==> src/rtl/iir_sched_pkg.sv <==
// Shared definitions for the IIR core scheduler: FSM encoding,
// coefficient register addresses and the default core latency.
package iir_sched_pkg;

    typedef enum logic [2:0] {
        ST_IDLE     = 3'd0,
        ST_CRST     = 3'd1,
        ST_LOAD     = 3'd2,
        ST_WAIT_IN  = 3'd3,
        ST_ISSUE    = 3'd4,
        ST_WAIT_LAT = 3'd5,
        ST_DRAIN    = 3'd6
    } state_t;

    localparam logic [2:0] ADDR_A1 = 3'd0;
    localparam logic [2:0] ADDR_A2 = 3'd1;
    localparam logic [2:0] ADDR_B0 = 3'd2;
    localparam logic [2:0] ADDR_B1 = 3'd3;
    localparam logic [2:0] ADDR_B2 = 3'd4;

    localparam int NUM_COEF     = 5;
    localparam int CORE_LAT_DEF = 8;

endpackage

==> src/rtl/iir_sched_fifo.sv <==
// Two-entry, 8-bit output buffer between the IIR core and the m_* stream.
// The head is presented as zero while empty so the output bus is quiet.
module iir_sched_fifo (
    input  logic       clk,
    input  logic       reset,
    input  logic       push,
    input  logic [7:0] push_data,
    input  logic       pop,
    output logic [7:0] pop_data,
    output logic       full,
    output logic       empty,
    output logic [1:0] count
);

    logic [7:0] mem_q [2];
    logic [7:0] mem_d [2];
    logic       wr_q, wr_d;
    logic       rd_q, rd_d;
    logic [1:0] cnt_q, cnt_d;
    logic       do_push;
    logic       do_pop;

    assign full     = (cnt_q == 2'd2);
    assign empty    = (cnt_q == 2'd0);
    assign count    = cnt_q;
    assign pop_data = empty ? 8'h00 : mem_q[rd_q];

    // Next-state pointers and storage; a push into a full buffer is only taken alongside a pop.
    always_comb begin
        mem_d   = mem_q;
        wr_d    = wr_q;
        rd_d    = rd_q;
        do_push = push && (!full || pop);
        do_pop  = pop && !empty;
        if (do_push) begin
            mem_d[wr_q] = push_data;
            wr_d        = ~wr_q;
        end
        if (do_pop) begin
            rd_d = ~rd_q;
        end
        cnt_d = cnt_q + 2'(do_push) - 2'(do_pop);
    end

    // Buffer state registers, cleared by reset.
    always_ff @(posedge clk) begin
        if (reset) begin
            mem_q[0] <= 8'h00;
            mem_q[1] <= 8'h00;
            wr_q     <= 1'b0;
            rd_q     <= 1'b0;
            cnt_q    <= 2'd0;
        end else begin
            mem_q <= mem_d;
            wr_q  <= wr_d;
            rd_q  <= rd_d;
            cnt_q <= cnt_d;
        end
    end

endmodule

==> src/rtl/iir_sched.sv <==
// Scheduler for a shared IIR core: resets and loads the core with the five
// coefficients, then feeds one sample at a time, waits the fixed core
// latency and buffers each result in a 2-entry output FIFO.
module iir_sched
    import iir_sched_pkg::*;
#(
    parameter int CORE_LAT = CORE_LAT_DEF
) (
    input  logic        clk,
    input  logic        reset,
    input  logic        cfg_we,
    input  logic [2:0]  cfg_addr,
    input  logic [15:0] cfg_wdata,
    input  logic        go,
    input  logic [7:0]  nsamp,
    output logic        busy,
    output logic        done,
    input  logic        s_valid,
    input  logic [7:0]  s_data,
    output logic        s_ready,
    output logic        m_valid,
    output logic [7:0]  m_data,
    input  logic        m_ready,
    output logic        core_rst,
    output logic        core_iir_start,
    output logic        core_start,
    output logic [15:0] core_params,
    output logic [7:0]  core_din,
    input  logic [7:0]  core_dout
);

    logic [15:0] coef_q [NUM_COEF];
    logic [15:0] coef_d [NUM_COEF];

    state_t      state_q, state_d;
    logic [7:0]  cnt_q, cnt_d;
    logic [3:0]  lat_q, lat_d;
    logic [2:0]  ld_idx_q, ld_idx_d;
    logic        done_q, done_d;
    logic        core_rst_q, core_rst_d;
    logic        core_iir_start_q, core_iir_start_d;
    logic        core_start_q, core_start_d;
    logic [15:0] core_params_q, core_params_d;
    logic [7:0]  core_din_q, core_din_d;

    logic        fifo_push;
    logic        fifo_pop;
    logic        fifo_full;
    logic        fifo_empty;
    logic [1:0]  fifo_count;

    assign busy           = (state_q != ST_IDLE);
    assign done           = done_q;
    assign s_ready        = (state_q == ST_WAIT_IN) && !fifo_full;
    assign m_valid        = !fifo_empty;
    assign fifo_pop       = m_valid && m_ready;
    assign fifo_push      = (state_q == ST_WAIT_LAT) && (lat_q == 4'd0);
    assign core_rst       = core_rst_q;
    assign core_iir_start = core_iir_start_q;
    assign core_start     = core_start_q;
    assign core_params    = core_params_q;
    assign core_din       = core_din_q;

    iir_sched_fifo u_fifo (
        .clk       (clk),
        .reset     (reset),
        .push      (fifo_push),
        .push_data (core_dout),
        .pop       (fifo_pop),
        .pop_data  (m_data),
        .full      (fifo_full),
        .empty     (fifo_empty),
        .count     (fifo_count)
    );

    // Coefficient writes are accepted only while idle and only to addresses a1..b2.
    always_comb begin
        coef_d = coef_q;
        if (cfg_we && (state_q == ST_IDLE) && (cfg_addr <= ADDR_B2)) begin
            coef_d[cfg_addr] = cfg_wdata;
        end
    end

    // Run sequencing; core outputs are derived from the next state so they come straight from flops.
    always_comb begin
        state_d    = state_q;
        cnt_d      = cnt_q;
        lat_d      = lat_q;
        ld_idx_d   = ld_idx_q;
        done_d     = 1'b0;
        core_din_d = core_din_q;
        case (state_q)
            ST_IDLE: begin
                if (go) begin
                    cnt_d   = nsamp;
                    state_d = ST_CRST;
                end
            end
            ST_CRST: begin
                ld_idx_d = 3'd0;
                state_d  = ST_LOAD;
            end
            ST_LOAD: begin
                if (ld_idx_q == 3'(NUM_COEF - 1)) begin
                    state_d = (cnt_q == 8'd0) ? ST_DRAIN : ST_WAIT_IN;
                end else begin
                    ld_idx_d = ld_idx_q + 3'd1;
                end
            end
            ST_WAIT_IN: begin
                if (s_valid && s_ready) begin
                    core_din_d = s_data;
                    state_d    = ST_ISSUE;
                end
            end
            ST_ISSUE: begin
                // Counting down to zero lands the push on the edge ending cycle T+CORE_LAT.
                lat_d   = 4'(CORE_LAT - 1);
                state_d = ST_WAIT_LAT;
            end
            ST_WAIT_LAT: begin
                if (lat_q == 4'd0) begin
                    cnt_d   = cnt_q - 8'd1;
                    state_d = (cnt_q == 8'd1) ? ST_DRAIN : ST_WAIT_IN;
                end else begin
                    lat_d = lat_q - 4'd1;
                end
            end
            ST_DRAIN: begin
                if (fifo_count == 2'd0) begin
                    done_d  = 1'b1;
                    state_d = ST_IDLE;
                end
            end
            default: state_d = ST_IDLE;
        endcase
        core_rst_d       = (state_d == ST_CRST);
        core_iir_start_d = (state_d == ST_LOAD) && (ld_idx_d == 3'd0);
        core_start_d     = (state_d == ST_ISSUE);
        core_params_d    = (state_d == ST_LOAD) ? coef_q[ld_idx_d] : 16'h0000;
    end

    // Coefficient registers.
    always_ff @(posedge clk) begin
        if (reset) begin
            for (int i = 0; i < NUM_COEF; i++) begin
                coef_q[i] <= 16'h0000;
            end
        end else begin
            coef_q <= coef_d;
        end
    end

    // FSM state, counters and registered core-drive outputs; reset holds the core in reset.
    always_ff @(posedge clk) begin
        if (reset) begin
            state_q          <= ST_IDLE;
            cnt_q            <= 8'd0;
            lat_q            <= 4'd0;
            ld_idx_q         <= 3'd0;
            done_q           <= 1'b0;
            core_rst_q       <= 1'b1;
            core_iir_start_q <= 1'b0;
            core_start_q     <= 1'b0;
            core_params_q    <= 16'h0000;
            core_din_q       <= 8'h00;
        end else begin
            state_q          <= state_d;
            cnt_q            <= cnt_d;
            lat_q            <= lat_d;
            ld_idx_q         <= ld_idx_d;
            done_q           <= done_d;
            core_rst_q       <= core_rst_d;
            core_iir_start_q <= core_iir_start_d;
            core_start_q     <= core_start_d;
            core_params_q    <= core_params_d;
            core_din_q       <= core_din_d;
        end
    end

endmodule

==> config.mk <==
export PLATFORM = sky130hd
export DESIGN_NAME = iir_sched
export DESIGN_NICKNAME = d
export VERILOG_FILES = /design/src/rtl/iir_sched_pkg.sv /design/src/rtl/iir_sched_fifo.sv /design/src/rtl/iir_sched.sv
export SDC_FILE = /design/constraint.sdc
export NUM_CORES = 1
export LEC_CHECK = 0
export CAP_MARGIN = 5
export CORE_MARGIN = 3
export CORE_UTILIZATION = 50
export DETAILED_ROUTE_END_ITERATION = 8
export GPL_ROUTABILITY_DRIVEN = 0
export GPL_TIMING_DRIVEN = 0
export PLACE_DENSITY = 0.76
export SETUP_SLACK_MARGIN = 0.1
export SYNTH_ARGS = -nofsm -noshare
export SYNTH_HDL_FRONTEND = slang
export SYNTH_HIERARCHICAL = 1
export SYNTH_SLANG_ARGS = --single-unit
==> constraint.sdc <==
create_clock -name clk -period 2.19 [get_ports clk]
set_input_delay 0.438 -clock clk [delete_from_list [all_inputs] [get_ports clk]]
set_output_delay 0.438 -clock clk [all_outputs]
set_load 0.05 [all_outputs]
# After elaboration in Yosys (flattened, before gate mapping)
# Index checks and enable logic that the tools add are counted.
# totals
ramBits	0
n_memories	0
romBits	0
register_bits	146
latchBits	0
in_bits	49
# classes
n_div	0
magnitude_cmp	7
shifts	0
reduce_logical	27
add_sub_neg	5
eq_ne	15
n_mux	29
mul	0
bitwise	8
# ops
op	n
80-bit bitwise mux	1
8-bit 2-to-1 mux	7
16-bit binary-select mux with 3-bit select	1
16-bit demux with 3-bit select	1
16-bit 2-to-1 mux	3
3-bit 2-to-1 mux	8
3-bit one-hot mux with 7 select lines	1
16-bit bitwise mux	1
8-bit one-hot mux with 2 select lines	1
3-bit equality test (second input constant)	5
1-bit logical AND	11
3-bit by 2-bit equality test with 1-bit output (second input constant)	3
8-bit demux with 1-bit select	1
8-bit by 1-bit equality test with 1-bit output (second input constant)	1
4-bit >= comparator (second input constant)	2
8-bit logical NOT	1
3-bit inverter with 4-bit output	2
4-bit one-hot mux with 2 select lines	1
8-bit by 1-bit subtractor with 8-bit output (second input constant)	1
3-bit by 1-bit equality test with 1-bit output (second input constant)	2
3-bit logical NOT	2
3-bit one-hot mux with 2 select lines	1
2-bit >= comparator (second input constant)	2
4-bit logical NOT	1
22 further kinds	31

# Logic depth before layout (Yosys ltp)
# Gate-level depths: netlist of the first run.
# depth
ltp_word	9
ltp_mapped	12

# By module
# Netlist of the first run, hierarchy kept.
# modules_own_cells
mod	n_inst	cells_each	area_per_inst_um2
iir_sched	1	631	5888.1
iir_sched_fifo	1	110	997.2

# Least setup slack after synthesis of the first run
# No wires, ideal clock.
# synth_path
path_type	register to register
from	register state_q[1]
to	register u_fifo.cnt_q[1] (netlist: u_fifo/count[1])
setup_time_ns	0.078
n_path_buf	3
arrival_time_ns	2.199
period_less_slack_ns	2.277
path_stages_with_launch	13
setup_slack_ns	-0.087
path_cell_list	dfxtp_1 buf_6 buf_4 nand3b_1 clkbuf_1 nor2_1 nand2_1 ha_1 inv_1 ha_1 xor2_1 and2_1 nor3_1
# synth_between
elab_chain_cells	5
# synth_lines
element	line_no	source
start, declared	iir_sched.sv:35	state_t state_q, state_d;
start signal, assigned	iir_sched.sv:168	state_q <= state_d;
3-bit equality test	iir_sched.sv:57	assign fifo_push = (state_q == ST_WAIT_LAT) && (lat_q == 4'd0);
1-bit logical AND	iir_sched.sv:57	
via fifo_push	iir_sched.sv:46	logic fifo_push;
1-bit logical AND	iir_sched_fifo.sv:33	do_push = push && (!full || pop);
2-bit by 1-bit adder with 2-bit output	iir_sched_fifo.sv:42	cnt_d = cnt_q + 2'(do_push) - 2'(do_pop);
2-bit by 1-bit subtractor with 2-bit output	iir_sched_fifo.sv:42	
end signal, assigned	iir_sched_fifo.sv:57	cnt_q <= cnt_d;
end, declared	iir_sched_fifo.sv:19	logic [1:0] cnt_q, cnt_d;
# The timed path passes the listed nets, and every way through them passes these cells.
# A chain may end at the register's enable or synchronous reset.

# Worst setup path after layout of the first run
# layout_path
from	register ld_idx_q[0]
to	register core_params_q[14] (netlist: core_params[14])
# layout_between
elab_chain_cells	7
# layout_lines
element	line_no	source
start, declared	iir_sched.sv:38	logic [2:0] ld_idx_q, ld_idx_d;
start signal, assigned	iir_sched.sv:171	ld_idx_q <= ld_idx_d;
3-bit by 1-bit adder with 3-bit output or 3-bit equality test (tied branches)	iir_sched.sv:107, iir_sched.sv:104	
3-bit 2-to-1 mux	iir_sched.sv:104	if (ld_idx_q == 3'(NUM_COEF - 1)) begin
3-bit one-hot mux with 2 select lines	iir_sched.sv:92	case (state_q)
3-bit inverter with 4-bit output (not written as such)	iir_sched.sv:140	core_params_d = (state_d == ST_LOAD) ? coef_q[ld_idx_d] : 16'h0000;
16-bit binary-select mux with 3-bit select	iir_sched.sv:140	
16-bit 2-to-1 mux (not written as such) (2 in a row)	iir_sched.sv:140	
end signal, assigned	iir_sched.sv:176	core_params_q <= core_params_d;
end, declared	iir_sched.sv:43	logic [15:0] core_params_q, core_params_d;
# Parallel ways exist; a longest one is shown, timed or not. The select of a mux whose other input is x is not followed.

==> flow_summary_export.csv, run 1 <==
group,metric,value,unit
detailed_routing,first_pass_iters,8,
placed_design,dp_hpwl,13.5,mm
timing,fin_skew,0.0114,ns
placed_design,io_buffers,87,
floorplan,die_w,123,microns
timing,fin_crit_sh,105,%
setup_path,endpoint_kind,"register",
floorplan,start_util,51.6,%
synth,ys_types,58,
placed_design,pre_cts_ws,-0.802,ns
synth,synth_xor_xnor_area_share,0.382,%
power_and_ir_drop,clock_power_share,44.1,%
finish,drive_gt1_share,25.7,%
synth,syn_nets,798,
synth,synthSimpleGateAreaFrac,20.4,%
setup_path,critPathArrivalTime,2.61,ns
timing,hold_violations,0,
synth,synth_mux_area_share,15.4,%
synth,synthArstFlopShare,0,%
finish,finalNonFillerCells,1083,
power_and_ir_drop,power.density,709,nW/um^2
grt,grtUsageTotal,27.3,%
clocking,cts_root_buf,"clkbuf_16",
floorplan,die_height,123,microns
floorplan,io_pins,88,
hold_path,worst_hold_path_type,"register to register",
run,max-cap-violations,0,
setup_path,critPathRequiredTime,2.49,ns
timing,drv_slew,0,
clocking,htreeDepth,4,
detailed_routing,drc,0,
synth,synth_fa_ha_area_share,1.45,%
timing,rsz0062_at_grt,"true",
placed_design,dp_cells,1004,
timing,fmax,433,MHz
synth,yosys_warnings,6,
setup_path,path_class,"register to register",
clocking,numCtsBuffers,17,
detailed_routing,drtAntennaViolNets,0,
timing,tightest_slew,0.806,ns
power_and_ir_drop,netSwitchingFraction,27.3,%
timing,setup_viol,13,
power_and_ir_drop,intPower,5060,uW
synth,avgSynthCellArea,9.29,sq um
synth,synth_ff_type,"dfxtp_1",
power_and_ir_drop,p_seq_share,39.7,%
detailed_routing,wl_per_cell,22.2,microns
finish,fin_nets,951,
status,outcome,"complete, but fails checks",
detailed_routing,routed-via-count,6852,
synth,synth_edf_count,0,
power_and_ir_drop,power_frac_comb,16.3,%
floorplan,num_rows,42,
clocking,clock_latency,0.44,ns
synth,seq_area_frac_synth,42.4,%
timing,min_period,2.31,ns
power_and_ir_drop,power_switching,1910,uW
timing,slew_headroom,45.7,%
grt,grt_pass1_vias,6416,
power_and_ir_drop,leakage,0.00377,uW
finish,num-fill-cells,835,
grt,antenna_found_initial,0,
grt,grt_pass1_wl,32.4,mm
floorplan,die-area,15200,sq um
setup_path,startpoint_type,"register",
clocking,tritoncts,"done",
detailed_routing,drt_iter0_drc,854,
synth,syn_inst,741,
grt,grt_max_degree,17,
detailed_routing,drt-total-wl,24.0,mm
synth,synth_seq_cells,146,
clocking,clk_pin_slew,0.07,ns
power_and_ir_drop,ir_drop,0.586,mV
clocking,max-clock-path-buffers,2,
synth,syn_area,6890,sq um
grt,gr-total-overflow,0,
detailed_routing,via_per_inst,6.33,
status,violations,"negative setup slack",
synth,synth_top_family_by_area,"simple AND/OR/NAND/NOR gates",
finish,syn2layout_area_growth,42.7,%
synth,synth_compound_gate_area_share,14.1,%
floorplan,coreArea,13300,sq um
timing,fin_ws,-0.118,ns
finish,insertedDiodeCount,0,
setup_path,path_max_fanout,5,
clocking,clkSinkCount,146,
-- worst paths after layout --
path              slack, ns              end       startpoint  cells after the start
setup / recovery      -0.12  core_params[14]      ld_idx_q[0]                      9
hold / removal         0.47             done  u_fifo/count[1]                      1
setup reg to reg      -0.12  core_params[14]      ld_idx_q[0]                      9
hold reg to reg        0.47             done  u_fifo/count[1]                      1
-- logic make-up after synthesis --
family | Yosys count
buffers and inverters | 85
muxes | 106
adders and majority gates | 8
DFF | 146
and+or+nand+nor | 258
xor gates and xnor gates | 3
AOI/OAI and AO/OA | 135
-- what timing repair did --
action / CTS / global route
setup buffers: 21 / 28
cloned: 1 / 1
pin swaps: 15 / 29
hold endpoints to repair: 0 / 0
setup endpoints to repair: 105 / 68
hold buffers: 0 / 0
resized for setup: 117 / 121
-- synthesized netlist by cell type, types with 4 or more instances --
| cell | n | area share [%] |
|---|---|---|
| dfxtp_1 | 146 | 42 |
| nor2_1 | 118 | 6.4 |
| mux2i_1 | 104 | 15 |
| inv_1 | 31 | 1.7 |
| clkbuf_1 | 30 | 1.6 |
| o21ai_0 | 28 | 2.0 |
| a221oi_1 | 26 | 3.3 |
| and4_1 | 24 | 3.1 |
| nand2_1 | 24 | 1.3 |
| nand2b_1 | 21 | 1.9 |
| a31oi_1 | 18 | 1.6 |
| a21oi_1 | 17 | 1.2 |
| o32ai_1 | 16 | 2.0 |
| nor2b_1 | 15 | 1.4 |
| buf_2 | 13 | 0.94 |
| and2_1 | 12 | 1.1 |
| ha_1 | 8 | 1.5 |
| a311oi_1 | 7 | 0.89 |
| buf_4 | 7 | 0.76 |
| a211oi_1 | 6 | 0.65 |
| nor3_1 | 6 | 0.44 |
| nor3b_1 | 6 | 0.65 |
| nand4_1 | 5 | 0.45 |
| buf_6 | 4 | 0.65 |
| nand3b_1 | 4 | 0.44 |
-- critical path, stage by stage, from the launching register on --
cell      delay (ns)
dfxtp_4         0.38
inv_4           0.05
ha_4            0.23
nor4bb_4        0.17
a211o_2         0.34
buf_6           0.15
clkbuf_8        0.15
and4_1          0.22
a311oi_4        0.32
o32ai_4         0.14
-- state kept, by name (all words and copies together), names as in the netlist --
name / count
cnt_q: 8
coef_q: 80
core_din: 8
core_iir_start: 1
core_params: 16
core_rst: 1
core_start: 1
done: 1
lat_q: 4
ld_idx_q: 3
state_q: 3
u_fifo/count: 2
u_fifo/mem_q: 16
u_fifo/rd_q: 1
u_fifo/wr_q: 1
-- power groups by stage --
stage	Sequential, uW	Clock (uW)	Combinational [uW]
6_report	2760	3070	1130
5_1_grt	2770	3180	1180
4_1_cts	2760	3050	901
3_5_place_dp	2810	0	785
3_3_place_gp	2810	0	763
2_1_floorplan	2830	0	465
-- layout by cell type (no fill, tap or decap), types with 7 or more instances in the layout --
| cell | count |
|---|---|
| dfxtp_1 | 138 |
| nor2_1 | 114 |
| mux2i_1 | 104 |
| clkdlybuf4s50_1 | 75 |
| buf_4 | 48 |
| o21ai_0 | 27 |
| inv_1 | 26 |
| nand2_1 | 22 |
| and4_1 | 22 |
| nand2b_1 | 21 |
| clkbuf_16 | 19 |
| buf_6 | 15 |
| a21oi_1 | 15 |
| buf_2 | 13 |
| clkbuf_1 | 13 |
| nor2b_1 | 12 |
| a31oi_1 | 12 |
| a221oi_1 | 12 |
| and2_1 | 9 |
| a221oi_2 | 9 |
| clkbuf_2 | 8 |
| o32ai_4 | 8 |
| o32ai_2 | 7 |
-- metal layers --
metal	wire length (microns)	vias up	track usage [%]
li1	-	2973	-
met1	9040	3294	33.1
met2	11600	435	46.5
met3	2050	150	6.31
met4	1350	0	11.4
met5	0	-	0
-- through the flow --
step	area [sq um]	util (%)	power (uW)	TNS, ns	hold slack [ns]
floorplan	6920	-	3290	0	0.452
global placement	8010	60.0	3570	-29.25	0.461
detailed placement	8010	60.0	3600	-32.02	0.469
CTS	9150	68.6	6710	0	0.480
global route	9830	73.6	7130	-2.95	0.489
finish	9830	73.6	6970	-0.628	0.475
-- layout make-up --
type                    count  area (sq um)  area share [%]
well taps                 176           220            2.24
flip-flops and latches    146          2940            30.0
plain buffers              51           405            4.13
repair buffers            137          1270            12.9
inverters                  31           119            1.21
multi-input cells         510          4250            43.3
clock inverters            14           189            1.92
clock buffers              18           429            4.37
No activity file was read; power rests on OpenSTA's default activity.
==> run 2, diff against run 1 <==
--- a/config.mk
+++ b/config.mk
@@ -7,13 +7,13 @@
 export LEC_CHECK = 0
 export CAP_MARGIN = 5
 export CORE_MARGIN = 3
-export CORE_UTILIZATION = 50
+export CORE_UTILIZATION = 49
+export CTS_CLUSTER_SIZE = 25
 export DETAILED_ROUTE_END_ITERATION = 8
 export GPL_ROUTABILITY_DRIVEN = 0
 export GPL_TIMING_DRIVEN = 0
-export PLACE_DENSITY = 0.76
+export PLACE_DENSITY = 0.75
 export SETUP_SLACK_MARGIN = 0.1
 export SYNTH_ARGS = -nofsm -noshare
 export SYNTH_HDL_FRONTEND = slang
-export SYNTH_HIERARCHICAL = 1
 export SYNTH_SLANG_ARGS = --single-unit
==> run 2 against run 1 <==
Against the previous run:
- clock skew down 0.0039 ns
- sequential power up 1%
- count of clock-buffer cells in the layout up 1
- the flow still finishes with violations (negative setup slack)
- largest power group unchanged
==> flow_summary_export.csv, run 2 <==
group,metric,value,unit
status,outcome,"complete, but fails checks",
status,violations,"negative setup slack",
clocking,numCtsBuffers,17,
synth,synthTopCellsByArea,"dfxtp_1 (45%), mux2i_1 (14%), nor2_1 (6.9%), nand2_1 (3.2%), a21oi_1 (3.0%)",
timing,fin_crit_sh,100,%
setup_path,slowest_stage,"dfxtp_4",
synth,synth_common_cells,"dfxtp_1 (146), nor2_1 (119), mux2i_1 (89)",
timing,hold_violations,0,
clocking,max-clock-path-buffers,2,
timing,fin_hold_ws,0.455,ns
run,max-cap-violations,0,
placed_design,io_buffers,87,
finish,num-fill-cells,993,
detailed_routing,drt_iter0_drc,518,
power_and_ir_drop,ir_drop,0.545,mV
grt,grt_max_degree,17,
clocking,clock_latency,0.43,ns
clocking,htreeDepth,4,
finish,fin_nets,882,
synth,synthArstFlopShare,0,%
finish,top_register,"coef_q",
detailed_routing,routed-via-count,5834,
finish,syn2layout_area_growth,35.8,%
placed_design,dp_hpwl,12.1,mm
setup_path,path_class,"register to register",
grt,gr-total-overflow,0,
finish,largest_reg_flops,80,
power_and_ir_drop,leakage,0.00340,uW
synth,syn_nets,749,
hold_path,min_path_cells,2,
floorplan,io_pins,88,
power_and_ir_drop,power_frac_comb,13.9,%
placed_design,place_area,7530,sq um
power_and_ir_drop,power_switching,1760,uW
finish,final_cell_area,8730,sq um
synth,netlist.area_leader.share,45.4,%
clocking,clkSinkCount,146,
timing,tns,-0.00454,ns
setup_path,endpoint_kind,"register",
power_and_ir_drop,p_seq_share,42.6,%
power_and_ir_drop,intPower,4810,uW
timing,drv_slew,0,
synth,synth_seq_cells,146,
power_and_ir_drop,power.density,752,nW/um^2
synth,yosysMostFrequentCell,"dfxtp_1",
synth,avgSynthCellArea,9.30,sq um
clocking,cts_root_buf,"clkbuf_16",
grt,grt_pass1_wl,29.0,mm
floorplan,start_util,50.6,%
setup_path,cp_cell_sequence,"inv_4, ha_4, and4bb_2, a211oi_4, buf_6, buf_12, buf_6, mux2_4, a32oi_1, a31oi_1",
timing,tightest_slew,0.697,ns
floorplan,num_rows,41,
detailed_routing,drc,0,
finish,mostFrequentLayoutCells,"dfxtp_1 (139), nor2_1 (118), mux2i_1 (88)",
synth,ys_types,55,
timing,setup_viol,2,
setup_path,critPathRequiredTime,2.50,ns
floorplan,die-area,14500,sq um
detailed_routing,drt-total-wl,18.8,mm
synth,syn_inst,692,
grt,grt_pass1_vias,5751,
timing,rsz0062_at_grt,"true",
timing,fmax,456,MHz
clocking,clk_pin_slew,0.06,ns
synth,yosys_warnings,0,
timing,fin_ws,-0.00239,ns
synth,synth_ff_type,"dfxtp_1",
grt,antenna_found_initial,0,
grt,grtUsageTotal,25.4,%
setup_path,crit_top_cell,"buf_6",
finish,drive_gt1_share,20.5,%
setup_path,startpoint_type,"register",
detailed_routing,wl_per_cell,18.6,microns
power_and_ir_drop,netSwitchingFraction,26.8,%
setup_path,max_stage_delay,0.36,ns
finish,regArea,2940,sq um
synth,synth_edf_count,0,
setup_path,path_max_fanout,4,
detailed_routing,via_per_inst,5.78,
floorplan,die_height,121,microns
detailed_routing,drtAntennaViolNets,0,
clocking,tritoncts,"done",
detailed_routing,first_pass_iters,7,
floorplan,coreArea,12700,sq um
finish,insertedDiodeCount,0,
synth,seq_area_frac_synth,45.4,%
timing,min_period,2.19,ns
synth,syn_area,6430,sq um
floorplan,die_w,121,microns
hold_path,worst_hold_path_type,"register to register",
timing,fin_skew,0.00743,ns
timing,slew_headroom,53.5,%
power_and_ir_drop,clock_power_share,43.5,%
setup_path,critPathArrivalTime,2.50,ns
finish,final_common_cell,"dfxtp_1",
setup_path,r2r_cells,10,
finish,multi_input_area,3480,sq um
synth,yosys.area.top_type,"dfxtp_1",
[run 2: cell types whose count changed after synthesis, sizes merged, moves of 18 or more]
cell,previous run,this run
o21ai,30,8
nand2,25,54
inv,31,12
a221oi,26,1
nand3,4,29
and4,24,0
a21oi,17,39
a32oi,0,18
[run 2: kinds of logic (layout without fill, tap and decap cells)]
| logic type | Yosys count | count (layout) | synth area share (%) |
|---|---|---|---|
| XOR/XNOR | 4 | 4 | 0.545 |
| AND/OR/NAND/NOR | 266 | 266 | 19.9 |
| AO/OA/AOI/OAI | 104 | 104 | 11.1 |
| buffers and inverters | 59 | 205 | 4.88 |
| multiplexers | 105 | 105 | 16.7 |
| flip-flops | 146 | 146 | 45.4 |
| adder cells (fa/ha/maj) | 8 | 8 | 1.56 |
[run 2: power groups by stage]
stage	combinational [uW]	clock [uW]	sequential, uW
2_1_floorplan	500	0	2840
3_3_place_gp	794	0	2830
3_5_place_dp	812	0	2830
4_1_cts	846	2870	2790
5_1_grt	972	2970	2810
6_report	910	2860	2800
[run 2: area by class of cell]
type | instances | area share (%)
well taps | 172 | 2.46
plain buffers | 46 | 4.01
repair buffers | 115 | 12.9
clock inverters | 13 | 1.55
inverters | 12 | 0.544
multi-input cells | 487 | 39.8
clock buffers | 19 | 5.07
flip-flops and latches | 146 | 33.6
[run 2: worst paths after layout]
path	startpoint	to	slack (ns)
max	ld_idx_q[1]	core_params[15]	-0.002
min	coef_q[76]	coef_q[76]	0.46
max reg2reg	ld_idx_q[1]	core_params[15]	-0.002
min reg2reg	coef_q[76]	coef_q[76]	0.46
[run 2: per-layer routing]
metal / vias up / GRT usage (%) / part of all wire [%] / wire length (microns)
li1: 2710 / - / - / -
met4: 0 / 12.1 / 2.8 / 524
met5: - / 0 / 0 / 0
met3: 49 / 5.47 / 6.1 / 1160
met1: 2841 / 31.1 / 42 / 7820
met2: 234 / 42.5 / 50 / 9330
[run 2: timing repair]
action | 4_1_cts | 5_1_grt
gates cloned | 0 | 1
setup endpoints to repair | 90 | 90
hold buffers | 0 | 0
pin swaps | 37 | 23
hold endpoints to repair | 0 | 0
buffers inserted | 20 | 7
resized for setup | 94 | 54
[run 2: metrics by stage]
stage / power, uW / std cells / setup slack (ns) / util [%]
4_1_cts: 6500 / 1002 / -0.0296 / 67.0
3_3_place_gp: 3620 / 951 / -0.360 / 59.2
6_report: 6570 / 1010 / -0.00239 / 68.6
5_1_grt: 6750 / 1010 / -0.0905 / 68.6
3_5_place_dp: 3640 / 951 / -0.384 / 59.2
2_1_floorplan: 3340 / 692 / 0.127 / -
[run 2: critical path: cells and delay by family (launching register included)]
kind            cells  cell delay [ns]
compound gates      3             0.54
fa+ha+maj           1             0.22
buf+inv             4             0.42
flops               1             0.36
mux                 1             0.28
simple gates        1             0.24
